File: src/rtl/condicionador_botoes.sv
// -----------------------------------------------------------------------------
// condicionador_botoes
//
// Front end of the 0-99 stock counter. Two raw pushbuttons (add item /
// remove item) are synchronised, debounced and turned into a single-cycle
// step pulse plus a direction level for the counter. A small FSM makes sure
// the direction is settled one cycle before the pulse and held while the
// pulse is high, so every accepted press yields exactly one counter step.
//
// Optional feature (compile-time macro AUTO_REPEAT_EN):
//   When defined, holding a single button keeps stepping the counter:
//   the first repeat comes REPEAT_DELAY cycles after the first pulse falls,
//   then one pulse every REPEAT_PERIOD cycles. Pressing the other button
//   stops repetition until both buttons are released.
//   When undefined, each press produces one pulse and the repeat logic is
//   not built.
//
// Parameters:
//   DEBOUNCE_CYCLES  consecutive synchronised samples of a new level needed
//                    before the debounced level flips (>= 2)
//   REPEAT_DELAY     cycles from the first pulse falling to the first repeat
//   REPEAT_PERIOD    cycles between repeat pulse rising edges (>= 3)
//
// Ports:
//   clock    in   system clock, rising-edge active
//   reset    in   synchronous, active-high reset
//   btn_inc  in   raw add-item button (asynchronous, active-high)
//   btn_dec  in   raw remove-item button (asynchronous, active-high)
//   pulso    out  registered step pulse, one cycle high per step
//   i        out  registered direction (1 = increment, 0 = decrement)
//   ocupado  out  registered, high whenever the FSM is not in IDLE
// -----------------------------------------------------------------------------
module condicionador_botoes #(
    parameter int DEBOUNCE_CYCLES = 4,
    parameter int REPEAT_DELAY    = 16,
    parameter int REPEAT_PERIOD   = 8
) (
    input  logic clock,
    input  logic reset,
    input  logic btn_inc,
    input  logic btn_dec,
    output logic pulso,
    output logic i,
    output logic ocupado
);

    localparam int              DB_W    = $clog2(DEBOUNCE_CYCLES) + 1;
    localparam logic [DB_W-1:0] DB_LAST = DB_W'(DEBOUNCE_CYCLES - 1);

    typedef enum logic [1:0] {
        IDLE,
        SETUP,
        PULSE,
        HOLD
    } estado_t;

    estado_t estado;

    // Bit 0 carries the add-item button, bit 1 the remove-item button.
    logic [1:0] botao_raw;
    logic [1:0] sync_p0;
    logic [1:0] sync_p1;
    logic [1:0] deb;
    logic [DB_W-1:0] db_cnt [2];

    assign botao_raw = {btn_dec, btn_inc};

    // ---- stage p0/p1: two-flop synchroniser per button ----
    always_ff @(posedge clock) begin
        if (reset) begin
            sync_p0 <= '0;
            sync_p1 <= '0;
        end else begin
            sync_p0 <= botao_raw;
            sync_p1 <= sync_p0;
        end
    end

    // ---- debounce: level flips only after DEBOUNCE_CYCLES differing samples ----
    always_ff @(posedge clock) begin
        if (reset) begin
            deb       <= '0;
            db_cnt[0] <= '0;
            db_cnt[1] <= '0;
        end else begin
            for (int b = 0; b < 2; b++) begin
                if (sync_p1[b] == deb[b]) begin
                    db_cnt[b] <= '0;
                end else if (db_cnt[b] == DB_LAST) begin
                    deb[b]    <= ~deb[b];
                    db_cnt[b] <= '0;
                end else begin
                    db_cnt[b] <= db_cnt[b] + DB_W'(1);
                end
            end
        end
    end

`ifdef AUTO_REPEAT_EN
    localparam int               RPT_W         = $clog2(REPEAT_DELAY + REPEAT_PERIOD) + 1;
    // The counter restarts at 0 on the cycle after each pulse, so the first
    // repeat fires when it reaches REPEAT_DELAY-1 (counted from the falling
    // edge) and later repeats at REPEAT_PERIOD-2 (rise-to-rise spacing).
    localparam logic [RPT_W-1:0] ALVO_PRIMEIRO = RPT_W'(REPEAT_DELAY - 1);
    localparam logic [RPT_W-1:0] ALVO_PERIODO  = RPT_W'(REPEAT_PERIOD - 2);

    logic [RPT_W-1:0] rep_cnt;
    logic             repetindo;
    logic             bloqueado;
    logic             outro_ativo;

    // The button opposite to the one that started this press.
    assign outro_ativo = i ? deb[1] : deb[0];
`else
    logic unused_repeat_cfg;
    assign unused_repeat_cfg = ^{REPEAT_DELAY, REPEAT_PERIOD};
`endif

    // ---- control FSM: direction is loaded in SETUP, pulse issued in PULSE ----
    always_ff @(posedge clock) begin
        if (reset) begin
            estado    <= IDLE;
            pulso     <= 1'b0;
            i         <= 1'b1;
            ocupado   <= 1'b0;
`ifdef AUTO_REPEAT_EN
            rep_cnt   <= '0;
            repetindo <= 1'b0;
            bloqueado <= 1'b0;
`endif
        end else begin
            pulso <= 1'b0;
            case (estado)
                IDLE: begin
                    if (deb == 2'b11) begin
                        // Conflicting press: wait it out without stepping.
                        estado    <= HOLD;
                        ocupado   <= 1'b1;
`ifdef AUTO_REPEAT_EN
                        bloqueado <= 1'b1;
`endif
                    end else if (deb != 2'b00) begin
                        estado    <= SETUP;
                        i         <= deb[0];
                        ocupado   <= 1'b1;
`ifdef AUTO_REPEAT_EN
                        bloqueado <= 1'b0;
                        repetindo <= 1'b0;
                        rep_cnt   <= '0;
`endif
                    end
                end

                SETUP: begin
                    estado <= PULSE;
                    pulso  <= 1'b1;
                end

                PULSE: begin
                    estado  <= HOLD;
`ifdef AUTO_REPEAT_EN
                    rep_cnt <= '0;
`endif
                end

                HOLD: begin
                    if (deb == 2'b00) begin
                        estado    <= IDLE;
                        ocupado   <= 1'b0;
`ifdef AUTO_REPEAT_EN
                        rep_cnt   <= '0;
                        repetindo <= 1'b0;
                        bloqueado <= 1'b0;
`endif
                    end
`ifdef AUTO_REPEAT_EN
                    else if (outro_ativo) begin
                        bloqueado <= 1'b1;
                        rep_cnt   <= '0;
                    end else if (!bloqueado) begin
                        // Only the originating button is held here.
                        if (rep_cnt == (repetindo ? ALVO_PERIODO : ALVO_PRIMEIRO)) begin
                            estado    <= PULSE;
                            pulso     <= 1'b1;
                            repetindo <= 1'b1;
                            rep_cnt   <= '0;
                        end else begin
                            rep_cnt <= rep_cnt + RPT_W'(1);
                        end
                    end
`endif
                end

                default: begin
                    estado  <= IDLE;
                    ocupado <= 1'b0;
                end
            endcase
        end
    end

endmodule

File: config.mk
export PLATFORM = sky130hd
export DESIGN_NAME = condicionador_botoes
export DESIGN_NICKNAME = d
export VERILOG_FILES = /design/src/rtl/condicionador_botoes.sv
export SDC_FILE = /design/constraint.sdc
export NUM_CORES = 1
export LEC_CHECK = 0
export ABC_AREA = 0
export ABC_CLOCK_PERIOD_IN_PS = 1500
export CELL_PAD_IN_SITES_DETAIL_PLACEMENT = 1
export CELL_PAD_IN_SITES_GLOBAL_PLACEMENT = 2
export CORE_UTILIZATION = 38
export CTS_BUF_LIST = sky130_fd_sc_hd__clkbuf_2 sky130_fd_sc_hd__clkbuf_4 sky130_fd_sc_hd__clkbuf_8
export DETAILED_ROUTE_END_ITERATION = 6
export GPL_ROUTABILITY_DRIVEN = 0
export PLACE_DENSITY_LB_ADDON = 0.12
export SYNTH_ARGS = -nofsm -noshare
export SYNTH_HDL_FRONTEND = slang
export SYNTH_SLANG_ARGS = --single-unit
File: constraint.sdc
create_clock -name clock -period 1.5 [get_ports clock]
set_input_delay 0.3 -clock clock [delete_from_list [all_inputs] [get_ports clock]]
set_output_delay 0.3 -clock clock [all_outputs]
set_load 0.01 [all_outputs]
Word level (Yosys, flattened, before mapping)
Memories as Yosys holds them, arrays and structs flattened.
Cells that the tools add are included.
- add/sub/neg operators: 2
- equality and inequality tests: 10
- mux-type cells: 39
- bitwise logic cells: 11
- reductions and logical operators: 9
- operators with widths (cell ; number):
    $mux W1 ; 28
    $mux W3 ; 6
    $pmux W2 S4 ; 1
    $add A3 B1 Y3 const B ; 2
    $eq A2 B2 Y1 const B ; 3
    $eq A3 B2 Y1 const B ; 2
    $mux W2 ; 3
    $or A1 B1 Y1 ; 6
    $reduce_and A2 Y1 ; 3
    $reduce_and A3 Y1 ; 2
    $not A1 Y1 ; 5
    $logic_not A2 Y1 ; 2
    $reduce_bool A2 Y1 ; 2
    $ne A3 B3 Y1 const B ; 1
    $eq A1 B1 Y1 ; 2
    $eq A2 B1 Y1 const B ; 1
    $ne A2 B2 Y1 const B ; 1
    $pmux W1 S2 ; 1
- register bits after elaboration: 11
- RAM bits: 6
- output and inout bits: 3
- word-level logic and storage cells: 80
- memories kept: 1
- memories (name ; words ; bits a word ; read ports ; clocked after memory_dff ; wr ports ; RTL line ; text):
    db_cnt ; 2 ; 3 ; 2 ; 0 ; 2 ; 64 ; logic [DB_W-1:0] db_cnt [2];

Logic depth before layout (Yosys ltp)
Gate-level depths: netlist (run 1).
An unclocked memory read counts as a cell.
- depth in word-level cells: 8
- mapped depth: 5

Worst setup path after synthesis (run 1)
OpenSTA, ideal clock, no wires.
- kind: flip-flop to flip-flop
- from: memory db_cnt[0][0] (netlist name)
- to: memory db_cnt[0][0] (netlist name) (data pin)
- library setup time: 0.136 ns
- arrival: 1.259 ns
- setup slack: 0.105 ns
- stages on the path, launching flop included: 5
- path buffers: 0
- clock period less this slack: 1.395 ns
- path through: edfxtp_1 -> ha_1 -> ha_1 -> or3_4 -> nor2_2
- RTL lines (element ; RTL line):
    start: declaration ; 64

==> flow_summary.toml, run 1 <==
[outcome]
status = "completed"

[pwr]
p_leak_nw = 0.4477
power_density_nw_per_um2 = 1036
p_total_mw = 1.018
peakVddDrop_mv = 0.5980

[global_routing]
grt_pass1_wl_um = 2111
overflow = 0
first_global_vias = 476
grt_max_degree = 11
grt.total_usage_pct = 14.44
antenna_found_initial = 0

[synth]
avgSynthCellArea_um2 = 11.33
post-synth-top-area-cell = "dfxtp_1"
yosys_warnings = 0
synth_seq_cells = 17
synth_area_leaders = "dfxtp_1 28%, edfxtp_1 23%, ha_1 18%, nor2b_1 4.0%, mux2i_1 3.8%"
synth_area_um2 = 782.0
synth_top_area_share_pct = 28.16
synth_cell_types = 21
yosysSeqAreaShare_pct = 51.20
synthCells = 69

[place]
portBuffers = 6
pre_cts_slack_ns = -0.001762
placed_cells = 110
dpl.hpwl_um = 938.8

[sta]
final_hold_viol_count = 0
setup_violations = 0
fmax_mhz = 702.2
fin_worst_skew_ns = 0.009086
finalWorstSetupSlack_ns = 0.07582
tns_ns = 0
timing.final.crit_share_pct = 94.95
rsz0062_at_grt = "no"
maxSlewViolCount = 0
finalCriticalPeriod_ns = 1.424

[detailed_routing]
drc = 0
avgRoutedWirePerCell_um = 10.96
via_count = 510
wl_um = 1271
drtAntennaViolNets = 0
firstDrtPassIters = 1
vias_per_cell = 4.397
drt_iter0_markers = 0

[die]
io-pin-count = 7
initial_core_util_pct = 40.27
coreArea_um2 = 1942
fp.dieH_um = 47.37
dieArea_um2 = 2243
rows = 16
die_width_um = 47.37

[worst_hold_path]
hold_path_class = "flop to flop"

[final_layout]
diodes = 0
multiInputGateArea_um2 = 379.1
register_area_um2 = 400.4
fin_nets = 105
drive_gt1_share_pct = 20.22
num-fill-cells = 228
final_cell_count_no_fill = 116
syn_to_final_growth_pct = 25.76

[job]
maxCapViolations = 0

[worst_setup_path]
worstPathArrival_ns = 1.59
crit_type = "flop to flop"
worstSetupStartpointType = "flop"
required_ns = 1.67
end_kind = "flop"
cp_max_fo = 3

[clock_network]
cts_root_buffer = "clkbuf_4"
insertion_delay_ns = 0.29
postCtsHoldBufs = 0
h-tree-depth = 1
clkSinkCount = 17
cts_made_buffers = 3
clock_path_buffers = 2
cts_tree = "done"
clk_pin_slew_worst_paths_ns = 0.11
==> placed cells by master, fill, tap and decap left out, types with 2 or more instances in the layout <==
cell             synthesis  routed
conb_1                   1       6
ha_1                    11      10
mux2i_1                  3       3
nor2_2                   3       4
a311oi_1                 2       2
a21oi_1                  2       2
clkbuf_4                 0       3
nor2_1                   6       5
dfxtp_1                 11      11
or3_4                    1       2
edfxtp_1                 6       6
buf_4                    0       6
inv_1                    8       8
clkdlybuf4s50_1          0       3
nor2b_1                  5       5
dlymetal6s2s_1           0       3
xnor2_1                  2       2
==> synthesized netlist by cell type, drive strengths merged <==
| cell | count |
|---|---|
| a21oi | 2 |
| a21boi | 1 |
| nand2b | 1 |
| a311o | 1 |
| edfxtp | 6 |
| a31oi | 1 |
| inv | 8 |
| a311oi | 2 |
| conb | 1 |
| clkbuf | 1 |
| a211oi | 1 |
| nand2 | 1 |
| nor2 | 9 |
| or3 | 2 |
| mux2i | 3 |
| xnor2 | 2 |
| dfxtp | 11 |
| ha | 11 |
| nor2b | 5 |
==> cell families (layout without fill, tap and decap cells) <==
kind of cell | Yosys count | after routing | synth area share (%)
buffers and inverters | 9 | 24 | 4.320
and+or+nand+nor | 18 | 18 | 12.80
DFF | 17 | 17 | 51.20
muxes | 3 | 3 | 3.840
other | 1 | 6 | 0.4795
AOI/OAI and AO/OA | 8 | 8 | 7.522
adders and majority gates | 11 | 11 | 17.60
xor gates and xnor gates | 2 | 2 | 2.240
==> critical path, stage by stage (launching register included) <==
cell and delay, ns:
edfxtp_1 0.41, ha_1 0.22, ha_2 0.20, or3_4 0.38
nor2_2 0.09
==> per-stage QoR <==
stage / hold WS (ns) / utilization, % / cell area, um2
global route: 0.4676 / 50.64 / 983.4
floorplan: 0.4107 / - / 800.8
global placement: 0.4255 / 47.42 / 920.9
CTS: 0.4516 / 49.23 / 955.9
finish: 0.4432 / 50.64 / 983.4
detailed placement: 0.4366 / 47.42 / 920.9
==> flip-flops by register name, summed over array words and instances, names as in the netlist <==
signal and count:
db_cnt 6, deb 2, estado 2, sync_p0 2
sync_p1 2, i 1, ocupado 1, pulso 1
==> layout make-up <==
type                       instances  share of cell area [%]
clock buffer                       3                   2.290
clock inverter                     1                  0.5089
inverter                           8                   3.053
multi-input combinational         48                   38.55
sequential                        17                   40.71
tap                               27                   3.435
timing repair buffer              12                   11.45
==> final timing paths <==
check               start            to  slack, ns  cells after the start
max          db_cnt[1][0]  db_cnt[1][0]       0.08                      4
min            sync_p0[1]    sync_p1[1]       0.44                      1
max reg2reg  db_cnt[1][0]  db_cnt[1][0]       0.08                      4
min reg2reg    sync_p0[1]    sync_p1[1]       0.44                      1
==> power breakdown <==
part / internal [mW] / switching (mW)
sequential: 0.519 / 0.0256
combinational: 0.111 / 0.114
clock: 0.0991 / 0.149
==> layer usage <==
layer / routed length, um / GRT usage, %
met5: 0 / 0
met4: 11 / 10.29
met3: 35 / 4.615
met2: 613 / 20.27
met1: 611 / 18.50
==> what timing repair did <==
action	4_1_cts	5_1_grt
buffers inserted	0	2
pin swaps	0	1
setup endpoints to repair	2	10
resized for setup	2	5
cloned	0	0
No activity file was read; power rests on OpenSTA's default activity.
==> run 2: changes to the inputs <==
--- a/config.mk
+++ b/config.mk
@@ -14,6 +14,7 @@
 export DETAILED_ROUTE_END_ITERATION = 6
 export GPL_ROUTABILITY_DRIVEN = 0
 export PLACE_DENSITY_LB_ADDON = 0.12
+export RECOVER_POWER = 25
 export SYNTH_ARGS = -nofsm -noshare
 export SYNTH_HDL_FRONTEND = slang
 export SYNTH_SLANG_ARGS = --single-unit
==> run 2 against run 1 <==
Sequential power about the same. Count of clock-buffer cells in the layout unchanged. Die area unchanged. Worst hold slack unchanged. Critical path depth unchanged. Critical endpoint unchanged.
==> flow_summary.toml, run 2 (synthesized netlist as in run 1, its figures left out) <==
[sta]
final_hold_viol_count = 0
fmax_mhz = 702.2
finalCriticalPeriod_ns = 1.424
setup_violations = 0
timing.final.crit_share_pct = 94.95
finalWorstSetupSlack_ns = 0.07580
whs_ns = 0.4432
fin_worst_skew_ns = 0.009086
rsz0062_at_grt = "no"
tns_ns = 0
maxSlewViolCount = 0

[die]
initial_core_util_pct = 40.27
dieArea_um2 = 2243
fp.dieH_um = 47.37
coreArea_um2 = 1942
rows = 16
die_width_um = 47.37
io-pin-count = 7

[detailed_routing]
drtAntennaViolNets = 0
avgRoutedWirePerCell_um = 10.94
drc = 0
wl_um = 1269
drt_iter0_markers = 0
via_count = 510
firstDrtPassIters = 1
vias_per_cell = 4.397

[worst_hold_path]
hold_path_class = "flop to flop"
min_delay_path_depth = 1
hold_end = "sync_p1[1]"
min_from = "sync_p0[1]"

[worst_setup_path]
required_ns = 1.67
cp_max_fo = 3
end_kind = "flop"
rr_endpoint = "db_cnt[1][0]"
crit_type = "flop to flop"
regToRegStartpoint = "db_cnt[1][0]"
worstSetupStartpointType = "flop"
worstPathArrival_ns = 1.59
ff2ff_path_depth = 4
rrSetupSlack_ns = 0.08

[final_layout]
final_cell_count_no_fill = 116
largest_register_ff_count = 6
drive_gt1_share_pct = 19.10
fin_nets = 105
top_register = "db_cnt"
design_area_um2 = 979.7
final_common_cell = "dfxtp_1"
mostFrequentLayoutCells = "11 x dfxtp_1, 10 x ha_1, 8 x inv_1"
diodes = 0
syn_to_final_growth_pct = 25.28
fin_util_pct = 50.45

[place]
portBuffers = 6
place_area_um2 = 920.9
pre_cts_slack_ns = -0.001762
dpl.hpwl_um = 938.8
placed_cells = 110

[clock_network]
postCtsHoldBufs = 0
clock_path_buffers = 2
cts_root_buffer = "clkbuf_4"
cts_made_buffers = 3
clkSinkCount = 17
clk_pin_slew_worst_paths_ns = 0.11
h-tree-depth = 1
insertion_delay_ns = 0.29
cts_tree = "done"

[job]
maxCapViolations = 0

[pwr]
p_total_mw = 1.017
p_leak_nw = 0.4443
power_density_nw_per_um2 = 1038
peakVddDrop_mv = 0.5979

[global_routing]
grt.total_usage_pct = 14.44
first_global_vias = 476
grt_util_met2_pct = 20.27
top_usage_layer = "met2"
grt_util_met1_pct = 18.50
antenna_found_initial = 0
use_met3_pct = 4.615
overflow = 0
grt_max_degree = 11
grt_pass1_wl_um = 2111

[outcome]
status = "completed"
[run 2: per-layer routing]
metal	vias up	share of wire (%)
li1	264	-
met1	236	48
met2	8	48
met3	2	2.8
met4	0	0.87
met5	-	0
[run 2: worst max path at each step]
stage	startpoint	to	cells after the start
4_1_cts	ocupado	ocupado	1
6_report	db_cnt[1][0]	db_cnt[1][0]	4
3_3_place_gp	reset	db_cnt[1][1]	3
2_1_floorplan	db_cnt[0][0]	db_cnt[0][0]	4
3_5_place_dp	db_cnt[1][0]	db_cnt[1][0]	4
5_1_grt	estado[0]	estado[1]	5
[run 2: power breakdown]
part           switching (mW)  total (mW)  internal (mW)
registers              0.0256       0.545          0.519
clock network           0.149       0.249         0.0991
logic                   0.114       0.223          0.110
[run 2: timing repair]
item,CTS,global route
hold endpoints to repair,0,0
gates resized for setup,2,5
pin swaps,0,1
setup endpoints to repair,2,10
buffers inserted,0,2
[run 2: layout make-up]
class	instances	area (um2)
Sequential cell	17	400.4
Clock buffer	3	22.52
Multi-Input combinational cell	48	379.1
Tap cell	27	33.78
Timing Repair Buffer	12	108.9
Inverter	8	30.03
Clock inverter	1	5.005
Fill cell	229	962.2
[run 2: critical path, stage by stage, from the launching register on]
cell and delay, ns:
edfxtp_1 0.41, ha_1 0.22, ha_2 0.20, or3_4 0.38, nor2_2 0.09
